`src/rtl/decode_stage_controller_pkg.sv`:
```
// HighLevelControl: shared control-path types for the decode stage.
//   immSrc      - immediate-format selector consumed by the immediate extender
//   OPC_*       - base-ISA major opcodes recognised by the decode stage
//   decodeInfo  - per-instruction classification stored alongside each entry
//   decodeState - decode sequencer states (RUN accepts, HALT blocks intake)
package HighLevelControl;

  typedef enum logic [1:0] {
    Imm11t0 = 2'd0,
    Imm4t0  = 2'd1,
    SType   = 2'd2,
    BType   = 2'd3
  } immSrc;

  localparam logic [6:0] OPC_OPIMM = 7'b0010011;
  localparam logic [6:0] OPC_LOAD  = 7'b0000011;
  localparam logic [6:0] OPC_JALR  = 7'b1100111;
  localparam logic [6:0] OPC_STORE = 7'b0100011;
  localparam logic [6:0] OPC_OP    = 7'b0110011;

  typedef struct packed {
    immSrc ImmSrc;
    logic  UsesImm;
    logic  Illegal;
  } decodeInfo;

  typedef enum logic {
    RUN  = 1'b0,
    HALT = 1'b1
  } decodeState;

endpackage

```
`src/rtl/decode_stage_controller_instr_class_decoder.sv`:
```
// instr_class_decoder: purely combinational classification of one instruction.
//   instr - raw instruction word (WORD_SIZE bits, RV32 field layout)
//   info  - immediate format, immediate usage and illegal-encoding flag
// Shared with the future hazard unit, so it carries no state.
module instr_class_decoder
  import HighLevelControl::*;
#(
  parameter int WORD_SIZE = 32
) (
  input  logic [WORD_SIZE-1:0] instr,
  output decodeInfo            info
);

  logic [6:0] opcode_s;
  logic [2:0] funct3_s;
  logic [6:0] funct7_s;
  logic       unused_bits_s;

  assign opcode_s = instr[6:0];
  assign funct3_s = instr[14:12];
  assign funct7_s = instr[31:25];
  // Register/immediate fields are irrelevant to classification.
  assign unused_bits_s = ^{instr[24:15], instr[11:7]};

  // Classify the opcode/funct fields; any illegal result forces the neutral immediate encoding.
  always_comb begin
    info.ImmSrc  = Imm11t0;
    info.UsesImm = 1'b0;
    info.Illegal = 1'b1;
    if (instr[1:0] == 2'b11) begin
      case (opcode_s)
        OPC_OPIMM: begin
          if ((funct3_s == 3'b001) || (funct3_s == 3'b101)) begin
            // Shifts: only the 5-bit shamt is an immediate; funct7 selects logical/arith.
            info.ImmSrc  = Imm4t0;
            info.UsesImm = 1'b1;
            info.Illegal = !((funct7_s == 7'b0000000) ||
                             ((funct7_s == 7'b0100000) && (funct3_s == 3'b101)));
          end else begin
            info.ImmSrc  = Imm11t0;
            info.UsesImm = 1'b1;
            info.Illegal = 1'b0;
          end
        end
        OPC_LOAD, OPC_JALR: begin
          info.ImmSrc  = Imm11t0;
          info.UsesImm = 1'b1;
          info.Illegal = 1'b0;
        end
        OPC_STORE: begin
          if (funct3_s <= 3'b010) begin
            info.ImmSrc  = SType;
            info.UsesImm = 1'b1;
            info.Illegal = 1'b0;
          end else begin
            info.Illegal = 1'b1;
          end
        end
        OPC_OP: begin
          info.ImmSrc  = Imm11t0;
          info.UsesImm = 1'b0;
          info.Illegal = 1'b0;
        end
        default: begin
          info.Illegal = 1'b1;
        end
      endcase
    end else begin
      info.Illegal = 1'b1;
    end
    if (info.Illegal) begin
      info.ImmSrc  = Imm11t0;
      info.UsesImm = 1'b0;
    end else begin
      info.ImmSrc  = info.ImmSrc;
    end
  end

endmodule

```
`src/rtl/decode_stage_controller.sv`:
```
// decode_stage_controller: decode-stage sequencer between fetch and execute.
// A 2-entry skid queue (head/tail pointers + count) buffers fetched words together
// with their classification; a RUN/HALT FSM stops intake once an illegal
// instruction reaches execute until Flush.
// Ports:
//   clk, reset_n            - clock, synchronous active-low reset
//   InValid/InReady/Instr   - fetch-side handshake and instruction
//   Flush                   - drop all buffered entries, return to RUN
//   OutValid/OutReady       - execute-side handshake
//   OutInstr/ImmSrc/UsesImm/Illegal - head entry and its classification
//   Halted                  - FSM is in HALT
//   IllegalCnt              - illegal deliveries (saturating)
// Build option: define DECODE_ILLEGAL_COUNT_EN to implement IllegalCnt;
// otherwise it is tied to zero.
// All outputs are registered: they are loaded from the next-state head entry.
module decode_stage_controller
  import HighLevelControl::*;
#(
  parameter int WORD_SIZE = 32,
  parameter int CNT_WIDTH = 16
) (
  input  logic                 clk,
  input  logic                 reset_n,
  input  logic                 InValid,
  output logic                 InReady,
  input  logic [WORD_SIZE-1:0] Instr,
  input  logic                 Flush,
  output logic                 OutValid,
  input  logic                 OutReady,
  output logic [WORD_SIZE-1:0] OutInstr,
  output immSrc                ImmSrc,
  output logic                 UsesImm,
  output logic                 Illegal,
  output logic                 Halted,
  output logic [CNT_WIDTH-1:0] IllegalCnt
);

  logic [WORD_SIZE-1:0] instr_q_r   [2];
  decodeInfo            info_q_r    [2];
  logic [WORD_SIZE-1:0] instr_nxt_s [2];
  decodeInfo            info_nxt_s  [2];
  logic                 head_r, tail_r, head_nxt_s, tail_nxt_s;
  logic [1:0]           count_r, count_nxt_s;
  decodeState           state_r, state_nxt_s;

  logic                 in_ready_r, out_valid_r, out_uses_imm_r, out_illegal_r, halted_r;
  logic [WORD_SIZE-1:0] out_instr_r;
  immSrc                out_imm_src_r;

  decodeInfo            dec_info_s;
  logic                 accept_s, deliver_s;

  instr_class_decoder #(.WORD_SIZE(WORD_SIZE)) u_decoder (
    .instr (Instr),
    .info  (dec_info_s)
  );

  assign accept_s  = InValid & in_ready_r;
  assign deliver_s = out_valid_r & OutReady;

  // Next queue/FSM state; flush wins over accept and FSM updates.
  always_comb begin
    instr_nxt_s = instr_q_r;
    info_nxt_s  = info_q_r;
    head_nxt_s  = head_r;
    tail_nxt_s  = tail_r;
    count_nxt_s = count_r;
    state_nxt_s = state_r;
    if (Flush) begin
      head_nxt_s  = 1'b0;
      tail_nxt_s  = 1'b0;
      count_nxt_s = 2'd0;
      state_nxt_s = RUN;
    end else begin
      if (accept_s) begin
        instr_nxt_s[tail_r] = Instr;
        info_nxt_s[tail_r]  = dec_info_s;
        tail_nxt_s          = ~tail_r;
      end else begin
        tail_nxt_s = tail_r;
      end
      if (deliver_s) begin
        head_nxt_s = ~head_r;
      end else begin
        head_nxt_s = head_r;
      end
      case ({accept_s, deliver_s})
        2'b10:   count_nxt_s = count_r + 2'd1;
        2'b01:   count_nxt_s = count_r - 2'd1;
        default: count_nxt_s = count_r;
      endcase
      if (deliver_s && out_illegal_r) begin
        state_nxt_s = HALT;
      end else begin
        state_nxt_s = state_r;
      end
    end
  end

  // Queue/FSM state and registered outputs, loaded from the next head entry.
  always_ff @(posedge clk) begin
    if (!reset_n) begin
      instr_q_r[0]   <= {WORD_SIZE{1'b0}};
      instr_q_r[1]   <= {WORD_SIZE{1'b0}};
      info_q_r[0]    <= '{ImmSrc: Imm11t0, UsesImm: 1'b0, Illegal: 1'b0};
      info_q_r[1]    <= '{ImmSrc: Imm11t0, UsesImm: 1'b0, Illegal: 1'b0};
      head_r         <= 1'b0;
      tail_r         <= 1'b0;
      count_r        <= 2'd0;
      state_r        <= RUN;
      in_ready_r     <= 1'b0;
      out_valid_r    <= 1'b0;
      out_instr_r    <= {WORD_SIZE{1'b0}};
      out_imm_src_r  <= Imm11t0;
      out_uses_imm_r <= 1'b0;
      out_illegal_r  <= 1'b0;
      halted_r       <= 1'b0;
    end else begin
      instr_q_r      <= instr_nxt_s;
      info_q_r       <= info_nxt_s;
      head_r         <= head_nxt_s;
      tail_r         <= tail_nxt_s;
      count_r        <= count_nxt_s;
      state_r        <= state_nxt_s;
      in_ready_r     <= (state_nxt_s == RUN) && (count_nxt_s != 2'd2);
      halted_r       <= (state_nxt_s == HALT);
      out_valid_r    <= (count_nxt_s != 2'd0);
      if (count_nxt_s != 2'd0) begin
        out_instr_r    <= instr_nxt_s[head_nxt_s];
        out_imm_src_r  <= info_nxt_s[head_nxt_s].ImmSrc;
        out_uses_imm_r <= info_nxt_s[head_nxt_s].UsesImm;
        out_illegal_r  <= info_nxt_s[head_nxt_s].Illegal;
      end else begin
        out_instr_r    <= {WORD_SIZE{1'b0}};
        out_imm_src_r  <= Imm11t0;
        out_uses_imm_r <= 1'b0;
        out_illegal_r  <= 1'b0;
      end
    end
  end

`ifdef DECODE_ILLEGAL_COUNT_EN
  logic [CNT_WIDTH-1:0] illegal_cnt_r;

  // Saturating count of illegal instructions handed to execute (flush does not clear it).
  always_ff @(posedge clk) begin
    if (!reset_n) begin
      illegal_cnt_r <= {CNT_WIDTH{1'b0}};
    end else if (deliver_s && out_illegal_r && (illegal_cnt_r != {CNT_WIDTH{1'b1}})) begin
      illegal_cnt_r <= illegal_cnt_r + {{(CNT_WIDTH-1){1'b0}}, 1'b1};
    end else begin
      illegal_cnt_r <= illegal_cnt_r;
    end
  end

  assign IllegalCnt = illegal_cnt_r;
`else
  assign IllegalCnt = {CNT_WIDTH{1'b0}};
`endif

  assign InReady  = in_ready_r;
  assign OutValid = out_valid_r;
  assign OutInstr = out_instr_r;
  assign ImmSrc   = out_imm_src_r;
  assign UsesImm  = out_uses_imm_r;
  assign Illegal  = out_illegal_r;
  assign Halted   = halted_r;

endmodule

```
`config.mk`:
```
export PLATFORM = sky130hd
export DESIGN_NAME = decode_stage_controller
export DESIGN_NICKNAME = d
export VERILOG_FILES = /design/src/rtl/decode_stage_controller_pkg.sv /design/src/rtl/decode_stage_controller_instr_class_decoder.sv /design/src/rtl/decode_stage_controller.sv
export SDC_FILE = /design/constraint.sdc
export NUM_CORES = 1
export LEC_CHECK = 0
export BUFFER_PORTS_ARGS = -buffer_cell sky130_fd_sc_hd__buf_2
export CAP_MARGIN = 30
export CORE_UTILIZATION = 55
export DETAILED_ROUTE_END_ITERATION = 7
export GPL_TIMING_DRIVEN = 0
export PLACE_DENSITY = 0.79
export SLEW_MARGIN = 0
export SYNTH_ARGS = -nofsm -noshare
export SYNTH_HDL_FRONTEND = slang
export SYNTH_HIERARCHICAL = 1
export SYNTH_SLANG_ARGS = --single-unit
```
`constraint.sdc`:
```
create_clock -name clk -period 2.6 [get_ports clk]
set_clock_uncertainty 0.1 [all_clocks]
set_input_delay 0.26 -clock clk [delete_from_list [all_inputs] [get_ports clk]]
set_output_delay 0.26 -clock clk [all_outputs]
set_load 0.02 [all_outputs]
```
==> metrics.md <==
| Metric | Value |
|---|---|
| Status | complete, no violations |
| Placed cells | 620 |
| VDD IR max | 0.565 mV |
| Vert. Die Dim | 95.8 um |
| Initial antenna violation count | 0 |
| Worst Path Max Fanout | 10 |
| Final hold vios | 0 |
| Avg Inst Size Synth | 11.4 um^2 |
| Share of layout cells above drive strength 1 | 31.0% |
| Period minus WS final | 2310 ps |
| Flops & latches, synth | 115 |
| FMAX | 0.433 GHz |
| Vias per cell | 5.09 |
| Final hold slack | 13.8 ps |
| Ports | 92 |
| DRC | 0 |
| Syn Inst Count | 425 |
| Congestion Overflow GR | 0 |
| Vias in the first global route | 3384 |
| Die ar. | 9180 um^2 |
| Fillers | 600 |
| Non-Filler Instances | 673 |
| Antenna diode instance count | 0 |
| Fin nets | 593 |
| Layout Area Growth over Synthesis | 28.5% |
| FP Rows | 33 |
| Ranking of synthesized cells by area | dfxtp_1 48%, mux2i_1 15%, nor2b_1 10%, a211oi_2 7.8%, and2b_1 4.7% |
| Clk slew on worst S/H paths | 50 ps |
| GRT Total Usage | 24.1% |
| Setup-failing EPs final | 0 |
| Drt wl/cell | 15.3 um |
| Die Wd | 95.8 um |
| Primary FF master, synth | dfxtp_1 |
| Most used cell, CP | buf_2 |
| Drt total wl | 10300 um |
| Vias | 3427 |
| Crit end category | flip-flop |
| HP Class | in -> reg |
| Port bufs | 75 |
| Post-synth ARST share | 0% |
| Crit-path slowest cell | dlygate4sd3_1 |
| Cells along the critical path | dlygate4sd3_1 -> buf_2 -> and2_1 -> ha_1 -> nand2b_1 -> o21ai_2 -> buf_2 -> a211oi_2 |
| Worst relative slew slack | 63.4% |
| Core ar. | 8380 um^2 |
| CTS tree | built |
| Clock buffer count from CTS | 17 |
| H-tree levels | 4 |
| Clock sink count | 115 |
| Top cell type's share of synthesized area | 47.5% |
| Period Utilization, post-route | 88.9% |
| Worst Path Arrival | 2580 ps |
| Slew Limit Fails | 0 |
| Final TNS setup | 0 ps |
| Largest net degree at the start of global routing | 17 |
| RSZ-0062 raised after global routing | no |
| Detailed Route Iter0 Violations | 87 |
| Tot Pwr | 4.50 mW |
| P_leak | 2.78 nW |
| First-pass GRT wire length | 16300 um |
| Antenna viol nets, final | 0 |
| Drt first pass iters | 5 |
| Clock Tree Buf Depth | 2 |
| Unique masters post-synth | 44 |
| Starting Density | 57.8% |
| Ys Warns | 6 |
| Maxcap violations | 0 |
| Critical Path RT | 2870 ps |
| Pwr per Cell Area | 723 nW/um^2 |
| Worst Tran Pin Value | 549 ps |
| Clk Latency, worst-skew pair | 500 ps |
| Mapped Area | 4840 um^2 |
| DPL Wire Length | 6630 um |
| Largest area contributor in the netlist | dfxtp_1 |
| Number of synthesized flops with an enable pin | 0 |
| Worst setup SP type | primary input |
| Crit Path Category | in -> reg |
| Post-synthesis sequential area ratio | 47.5% |
| Placer congestion estimate | 0.766 |
| Worst path max stage delay | 530 ps |
| Root buffer cell | clkbuf_8 |
final timing paths:
| path | slack, ps | depth (start not counted) | endpoint | startpoint |
|---|---|---|---|---|
| worst max-delay path | 290 | 8 | OutInstr[4]$_SDFF_PN0_ | OutReady |
| worst min-delay path | 10 | 3 | instr_q_r[28]$_SDFF_PN0_ | Instr[28] |
| worst max register to register | 350 | 6 | OutInstr[4]$_SDFF_PN0_ | OutValid$_SDFF_PN0_ |
| worst min register to register | 400 | 2 | Halted$_SDFF_PN0_ | Halted$_SDFF_PN0_ |
flip-flops by register name (all words and copies together), names as in the netlist:
register,count
instr_q_r,64
OutInstr,32
info_q_r,8
ImmSrc,2
count_r,2
Halted,1
Illegal,1
InReady,1
OutValid,1
UsesImm,1
head_r,1
tail_r,1
where the power goes:
group / total, mW / internal [mW] / switching [mW]
logic: 0.339 / 0.158 / 0.182
registers: 1.80 / 1.79 / 0.0103
clock network: 2.35 / 1.59 / 0.760
cell families after synthesis:
group / count (synthesis) / share of synthesized area, %
simple gates: 136 / 18.8
flops: 115 / 47.5
mux: 72 / 14.9
compound gates: 53 / 11.4
buf+inv: 44 / 6.54
xor+xnor: 3 / 0.543
fa+ha+maj: 1 / 0.258
other cells: 1 / 0.0774
cell usage after synthesis (2+ instances only):
cell type,number
dfxtp_1,115
nor2b_1,79
mux2i_1,72
a211oi_2,30
and2b_1,30
buf_4,20
clkbuf_1,8
buf_2,7
a211oi_1,6
a21oi_1,4
nand2b_1,4
buf_12,3
clkbuf_4,3
nor2_1,3
nor4_1,3
a21o_1,2
and2_1,2
inv_1,2
nand2_1,2
nand3b_1,2
nand4b_1,2
o21a_1,2
or3_1,2
xnor2_1,2
cells in the final DEF, fill, tap and decap left out, types with 4 or more instances in the layout:
cell type      instances
a211oi_1               6
a211oi_2              30
a21oi_1                4
and2b_1               30
buf_2                 82
buf_4                 20
bufinv_16              4
clkbuf_1              10
clkbuf_16             16
clkinv_2               6
conb_1                16
dfxtp_1              115
dlygate4sd3_1         21
mux2i_1               72
nand2b_1               4
nor2b_1               79
layer usage:
metal | GRT usage, % | vias up | part of all wire (%)
met4 | 9.95 | 0 | 1.4
met1 | 28.2 | 1654 | 44
met5 | 0 | - | 0
li1 | - | 1693 | -
met2 | 41.6 | 70 | 50
met3 | 6.71 | 10 | 4.2
repair_timing:
action                                 in CTS  in global routing
gates resized for setup                     0                  0
setup buffers                               0                  0
endpoints found under the hold margin      23                  0
hold buffers                               21                  0
per-stage QoR:
stage	cell area, um^2	util [%]	worst slack (ps)
after CTS	6220	74.2	274
after detailed placement	5410	64.5	332
after global routing	6220	74.2	249
after floorplan	4900	-	659
final	6220	74.2	289
after global placement	5410	64.5	367
critical path, delay by kind of cell:
| family | cells | cell delay, ps |
|---|---|---|
| simple gates | 2 | 330 |
| compound gates | 2 | 540 |
| buf+inv | 3 | 1080 |
| fa+ha+maj | 1 | 350 |
final cells by class:
cell class	count	area, um^2	area share (%)
Tap cell	105	131	2.11
Clock inverter	11	158	2.53
Timing Repair Buffer	96	586	9.41
Inverter	2	7.51	0.121
Clock buffer	21	449	7.22
Buffer	42	309	4.97
Multi-Input combinational cell	281	2280	36.6
Sequential cell	115	2300	37.0
No activity file was read; power rests on OpenSTA's default activity.
